==> src/rtl/pixel_stream_fifo.sv <==
// pixel_stream_fifo: FWFT AXI4-Stream pixel buffer that drops on overflow and resyncs on the next SOF.
// Optional PIXEL_FIFO_STATS_EN adds ovf_count/frame_count statistics outputs.
module pixel_stream_fifo #(
   parameter int DEPTH = 16,
   parameter int DW    = 24
) (
   input  logic                     pixel_clk,
   input  logic                     reset,
   input  logic [DW-1:0]            s_tdata,
   input  logic                     s_tvalid,
   input  logic                     s_tuser,
   input  logic                     s_tlast,
   output logic [DW-1:0]            m_tdata,
   output logic                     m_tvalid,
   output logic                     m_tuser,
   output logic                     m_tlast,
   input  logic                     m_tready,
   output logic [$clog2(DEPTH):0]   level,
   output logic                     overflow,
   input  logic                     clear_ovf,
   output logic                     drop_active
`ifdef PIXEL_FIFO_STATS_EN
   ,
   output logic [15:0]              ovf_count,
   output logic [15:0]              frame_count
`endif
);
   localparam int AW = $clog2(DEPTH);
   localparam logic [0:0] WAIT_SOF = 1'b0;
   localparam logic [0:0] PASS     = 1'b1;

   logic [DW+1:0] mem [DEPTH];
   logic [DW+1:0] head;
   logic [AW-1:0] wr_ptr, rd_ptr;
   logic [0:0]    state;
   logic          pop, push, room, lost;

   always_comb begin
      head        = mem[rd_ptr];
      m_tvalid    = level != '0;
      {m_tuser, m_tlast, m_tdata} = m_tvalid ? head : '0;
      pop         = m_tvalid & m_tready;
      room        = (level < (AW+1)'(DEPTH)) | pop;
      push        = s_tvalid & room & ((state == PASS) | s_tuser);
      lost        = s_tvalid & ~room & (state == PASS);
      drop_active = state == WAIT_SOF;
   end

   // storage is deliberately unreset; outputs are masked while empty
   always_ff @(posedge pixel_clk)
      if (push) mem[wr_ptr] <= {s_tuser, s_tlast, s_tdata};

   always_ff @(posedge pixel_clk or posedge reset)
      if (reset) begin
         state    <= WAIT_SOF;
         wr_ptr   <= '0;
         rd_ptr   <= '0;
         level    <= '0;
         overflow <= 1'b0;
      end else begin
         state    <= lost ? WAIT_SOF : push ? PASS : state;
         wr_ptr   <= wr_ptr + AW'(push);
         rd_ptr   <= rd_ptr + AW'(pop);
         level    <= level + (AW+1)'(push) - (AW+1)'(pop);
         overflow <= lost | (overflow & ~clear_ovf);
      end

`ifdef PIXEL_FIFO_STATS_EN
   always_ff @(posedge pixel_clk or posedge reset)
      if (reset) begin
         ovf_count   <= '0;
         frame_count <= '0;
      end else if (clear_ovf) begin
         ovf_count   <= '0;
         frame_count <= '0;
      end else begin
         if (lost && ovf_count != 16'hFFFF) ovf_count <= ovf_count + 16'd1;
         if (push && s_tuser) frame_count <= frame_count + 16'd1;
      end
`endif
endmodule
==> config.mk <==
export PLATFORM = sky130hd
export DESIGN_NAME = pixel_stream_fifo
export DESIGN_NICKNAME = d
export VERILOG_FILES = /design/src/rtl/pixel_stream_fifo.sv
export SDC_FILE = /design/constraint.sdc
export NUM_CORES = 1
export LEC_CHECK = 0
export CORE_MARGIN = 3
export CORE_UTILIZATION = 41
export DETAILED_ROUTE_END_ITERATION = 16
export DONT_BUFFER_PORTS = 1
export SLEW_MARGIN = 0
export SYNTH_ARGS = -nofsm -noshare
export SYNTH_HDL_FRONTEND = slang
export SYNTH_SLANG_ARGS = --single-unit
==> constraint.sdc <==
create_clock -name pixel_clk -period 3.7 [get_ports pixel_clk]
set_input_delay 0.74 -clock pixel_clk [delete_from_list [all_inputs] [get_ports pixel_clk]]
set_output_delay 0.74 -clock pixel_clk [all_outputs]
set_load 0.02 [all_outputs]
==> After elaboration in Yosys (flattened, before gate mapping) <==
Memory sizes are Yosys's and may differ from the RTL's.
Cells that the tools add are included.
{ "op_classes": {"add_sub_neg": 4, "reduce_logical": 2, "mux": 5, "order_cmp": 1, "bitwise": 12} }
{ "ops": {"columns": ["cell", "count"], "rows": [
  ["26-bit 2-to-1 mux", 1],
  ["4-bit by 1-bit adder with 4-bit output", 2],
  ["1-bit AND", 6],
  ["5-bit by 1-bit adder with 5-bit output", 1],
  ["5-bit < comparator, second input constant", 1],
  ["5-bit nonzero test", 1],
  ["5-bit by 1-bit subtractor with 5-bit output", 1],
  ["1-bit 2-to-1 mux", 4],
  ["1-bit inverter", 3],
  ["1-bit OR", 3],
  ["2-bit nonzero test", 1]
]} }
{ "totals": {"elab_cells": 30, "regBits": 15, "output_inout_bits": 34, "mem_count": 1, "ram_bits": 416} }
{ "mem_list": {"columns": ["name", "words", "width", "read_ports", "rd_clocked_by_memory_dff", "write_ports", "line_no", "text"], "rows": [
  ["mem", 16, 26, 1, 0, 1, "32", "logic [DW+1:0] mem [DEPTH];"]
]} }

==> Logic depth before layout (Yosys ltp) <==
{ "depth": {"word_depth": 7, "mapped_depth": 12} }

==> Worst setup path before layout <==
Ideal clock, no wire load.
{ "synth_path": {"path_kind": "input -> register", "start": "input s_tuser", "end": "memory mem[0][0] in the netlist's numbering, enable pin", "setup_slack_ns": -0.092, "arrival_time_ns": 3.351, "cell_stages": 4, "required_ns": 3.258, "n_path_buf": 0, "cell_sequence": "nor2_1 > or3b_1 > or3_1 > nor3_1"} }
{ "synth_between": {"elab_chain_len": 4} }
{ "synth_rtl": {"columns": ["element", "line_no", "text"], "rows": [
  ["start, declared", "11", "input logic s_tuser,"],
  ["1-bit OR", "44", "push = s_tvalid & room & ((state == PASS) | s_tuser);"],
  ["1-bit AND", "44", null],
  ["1-bit 2-to-1 mux", "51", "if (push) mem[wr_ptr] <= {s_tuser, s_tlast, s_tdata};"],
  ["1-bit 2-to-1 mux (implied by the code)", "51", null],
  ["end, declared", "32", null]
]} }
Every way passes these cells.

==> Worst setup path after layout <==
{ "layout_path": {"start": "register rd_ptr[0]", "end": "output m_tdata[1]"} }
{ "layout_between": {"elab_chain_len": 2} }
{ "layout_rtl": {"columns": ["element", "line_no", "text"], "rows": [
  ["start, declared", "34", "logic [AW-1:0] wr_ptr, rd_ptr;"],
  ["start signal, assigned", "63", "rd_ptr <= rd_ptr + AW'(pop);"],
  ["memory read 16 x 26 bit", null, null],
  ["26-bit 2-to-1 mux", "41", "{m_tuser, m_tlast, m_tdata} = m_tvalid ? head : '0;"],
  ["end, declared", "13", "output logic [DW-1:0] m_tdata,"]
]} }
Every way passes these cells.

==> insert_results.sql <==
INSERT INTO impl_metrics (metric_group, metric, value, unit) VALUES
('yosys', 'synth_ff_type', 'edfxtp_1', ''),
('sta', 'final_max_slew_viol_count', '0', ''),
('worst_setup_path', 'timing.critical_path.arrival', '2.81', 'ns'),
('placed_design', 'gp_congestion', '0.701', ''),
('job', 'maxCapViolations', '0', ''),
('worst_setup_path', 'timing.setup.critical_path_class', 'reg2out', ''),
('detailed_routing', 'via_per_inst', '5.62', ''),
('yosys', 'yosys.cell_types.count', '37', ''),
('grt', 'antenna_found_initial', '0', ''),
('worst_setup_path', 'critPathMostFrequentCell', 'buf_4', ''),
('grt', 'number_of_global_route_vias_before_repair', '8487', ''),
('yosys', 'netlist_instances', '806', ''),
('hold_path', 'worstHoldPathType', 'in2async', ''),
('placed_design', 'dpl_worst_slack', '0.487', 'ns'),
('yosys', 'yosys.area_share.adder', '0.861', '%'),
('grt', 'grt_first_pass_wirelength', '55.0', 'mm'),
('worst_setup_path', 'cp_slowest_stage_delay', '0.78', 'ns'),
('clocking', 'cts.hold.buffers_added', '0', ''),
('grt', 'gr-total-overflow', '0', ''),
('yosys', 'ys_warn_count', '0', ''),
('pwr', 'total_leakage_power', '6.32', 'nW'),
('detailed_routing', 'final_antenna_net_count', '0', ''),
('yosys', 'synth_compound_area_share', '4.33', '%'),
('worst_setup_path', 'path_cells', 'buf_12, buf_4, mux4_2, a22oi_2, o211ai_1, buf_4', ''),
('yosys', 'synth.yosys.seq_area_share', '76.3', '%'),
('yosys', 'syn_avg_cell_area', '20.9', 'µm²'),
('grt', 'gr-usage-met1', '25.2', '%'),
('sta', 'finalCritPeriodShare', '95.8', '%'),
('placed_design', 'portBuffers', '0', ''),
('detailed_routing', 'detail_route.first_pass.iterations', '5', ''),
('yosys', 'synth_mux_area_share', '13.7', '%'),
('placed_design', 'detailedPlacementHpwl', '21.2', 'mm'),
('worst_setup_path', 'cp_top_family', 'flip-flops', ''),
('floorplanning', 'core', '40200', 'µm²'),
('clocking', 'clk_path_buf_depth', '3', ''),
('sta', 'timing.clock.skew', '0.00916', 'ns'),
('pwr', 'vdd_drop_max', '0.468', 'mV'),
('clocking', 'clock_insertion_delay_worst_skew', '0.54', 'ns'),
('grt', 'global_route.peak_usage_layer', 'met2', ''),
('detailed_routing', 'post_detailed_route_drc_marker_count', '0', ''),
('worst_setup_path', 'critical_path_peak_fanout', '26', ''),
('worst_setup_path', 'setup.worst_path.end_class', 'output port', ''),
('detailed_routing', 'vias', '8093', ''),
('sta', 'finalHoldViolations', '0', ''),
('yosys', 'synth.net_count', '848', ''),
('sta', 'setup_viol', '0', ''),
('sta', 'worst_pin_slew', '0.868', 'ns'),
('clocking', 'cts_tree', 'yes', ''),
('yosys', 'synth_top_cells_by_count', 'edfxtp_1, mux4_2, mux2i_1', ''),
('grt', 'grt_use_met2', '25.6', '%'),
('detailed_routing', 'wl_per_cell', '25.5', 'µm'),
('clocking', 'cts-buffers-inserted', '46', ''),
('final_layout', 'syn2layout_area_growth', '15.7', '%'),
('grt', 'grt.total_usage', '16.8', '%'),
('pwr', 'power_density', '800', 'nW/µm²'),
('yosys', 'proportion_of_netlist_area_held_by_the_largest_area_contributor', '74.1', '%'),
('worst_setup_path', 'cp_num_buf_inv', '3', ''),
('grt', 'grt_start_max_net_pins', '55', ''),
('clocking', 'cts.root.buffer_cell', 'clkbuf_16', ''),
('sta', 'finalWorstSetupSlack', '0.154', 'ns'),
('status', 'outcome', 'completed', ''),
('yosys', 'largest_family_of_logic_cells_by_synthesized_area', 'multiplexers', ''),
('floorplanning', 'io-pin-count', '65', ''),
('worst_setup_path', 'worst_path_max_delay_cell', 'dfrtp_4', ''),
('yosys', 'synth_area', '16900', 'µm²'),
('floorplanning', 'die_width', '209', 'µm'),
('floorplanning', 'start_util', '42.0', '%'),
('yosys', 'synth_seq_cells', '431', ''),
('sta', 'max_clock_freq', '282', 'MHz'),
('clocking', 'cts_num_sinks', '431', ''),
('detailed_routing', 'detail_route.wirelength', '36.7', 'mm');
==> logic make-up after synthesis <==
| family | Yosys count |
|---|---|
| DFF | 431 |
| buffers and inverters | 55 |
| xor gates and xnor gates | 8 |
| AOI/OAI and AO/OA | 82 |
| muxes | 131 |
| adders and majority gates | 11 |
| and+or+nand+nor | 88 |
==> timing repair <==
| action | 4_1_cts | 5_1_grt |
|---|---|---|
| pin swaps | 1 | 1 |
| gates cloned | 1 | 1 |
| buffers inserted | 2 | 3 |
| setup endpoints to repair | 14 | 23 |
| gates resized for setup | 0 | 6 |
==> worst register-to-register path, cell delays in order, from the launching register on <==
cell     delay (ns)
dfrtp_2        0.46
inv_1          0.10
ha_1           0.14
or4b_4         0.58
and2_1         0.23
ha_1           0.27
inv_1          0.04
ha_1           0.20
fa_1           0.44
a21oi_1        0.15
nor2_1         0.05
nor2_1         0.12
xnor2_1        0.12
==> through the flow <==
step                      total power [mW]  area, µm²  cells  util (%)
after floorplan                       9.67      16900    806         -
after global placement                11.3      18000   1350      44.9
after detailed placement              11.4      18000   1350      44.9
after CTS                             15.7      19500   1435      48.4
after global routing                  16.3      19500   1439      48.5
final                                 15.6      19500   1439      48.5
==> routing by layer <==
metal,share of wire [%],up-vias,wire [µm]
met5,0,-,0
met4,1.4,0,532
met3,7.0,44,2570
met2,47,255,17100
met1,45,4286,16500
li1,-,3508,-
==> cell usage in the layout (no fill, tap or decap), drive strengths merged, types with 10 or more instances in the layout <==
| cell | n |
|---|---|
| edfxtp | 416 |
| mux4 | 79 |
| buf | 70 |
| clkbuf | 52 |
| mux2i | 50 |
| a22oi | 50 |
| nand3 | 35 |
| o211ai | 25 |
| clkinv | 23 |
| nand2 | 20 |
| nor2 | 16 |
| dfrtp | 15 |
| inv | 11 |
| ha | 10 |
==> report_power, final <==
group          total, mW  switching (mW)  internal, mW  leakage, nW
logic               5.23            2.93          2.30         1.71
clock network       4.26            1.81          2.45        0.682
registers           6.12           0.338          5.78         3.92
==> layout make-up <==
class | instances | area, µm²
Clock inverter | 30 | 199
Tap cell | 525 | 657
Sequential cell | 431 | 12900
Fill cell | 3273 | 20700
Inverter | 9 | 33.8
Multi-Input combinational cell | 322 | 3830
Clock buffer | 52 | 1190
Timing Repair Buffer | 70 | 713
==> flip-flops by register name (all words and copies together) (netlist names) <==
| register | count |
|---|---|
| mem | 416 |
| level | 5 |
| rd_ptr | 4 |
| wr_ptr | 4 |
| overflow | 1 |
| state | 1 |
==> final timing paths <==
path                                          start                  end  slack, ns  cells after the start
min in group pixel_clk                     s_tvalid    state$_DFFE_PP0P_       0.28                      1
worst min-delay path                          reset   overflow$_DFF_PP0_       0.16                      1
max in group asynchronous                     reset  rd_ptr[0]$_DFF_PP0_       3.10                      1
worst max register to register   level[2]$_DFF_PP0_   level[4]$_DFF_PP0_       0.73                     12
worst max-delay path            rd_ptr[0]$_DFF_PP0_           m_tdata[1]       0.15                      6
worst min register to register    state$_DFFE_PP0P_   overflow$_DFF_PP0_       0.57                      2
Note: power is estimated with default switching activity, not from simulation.
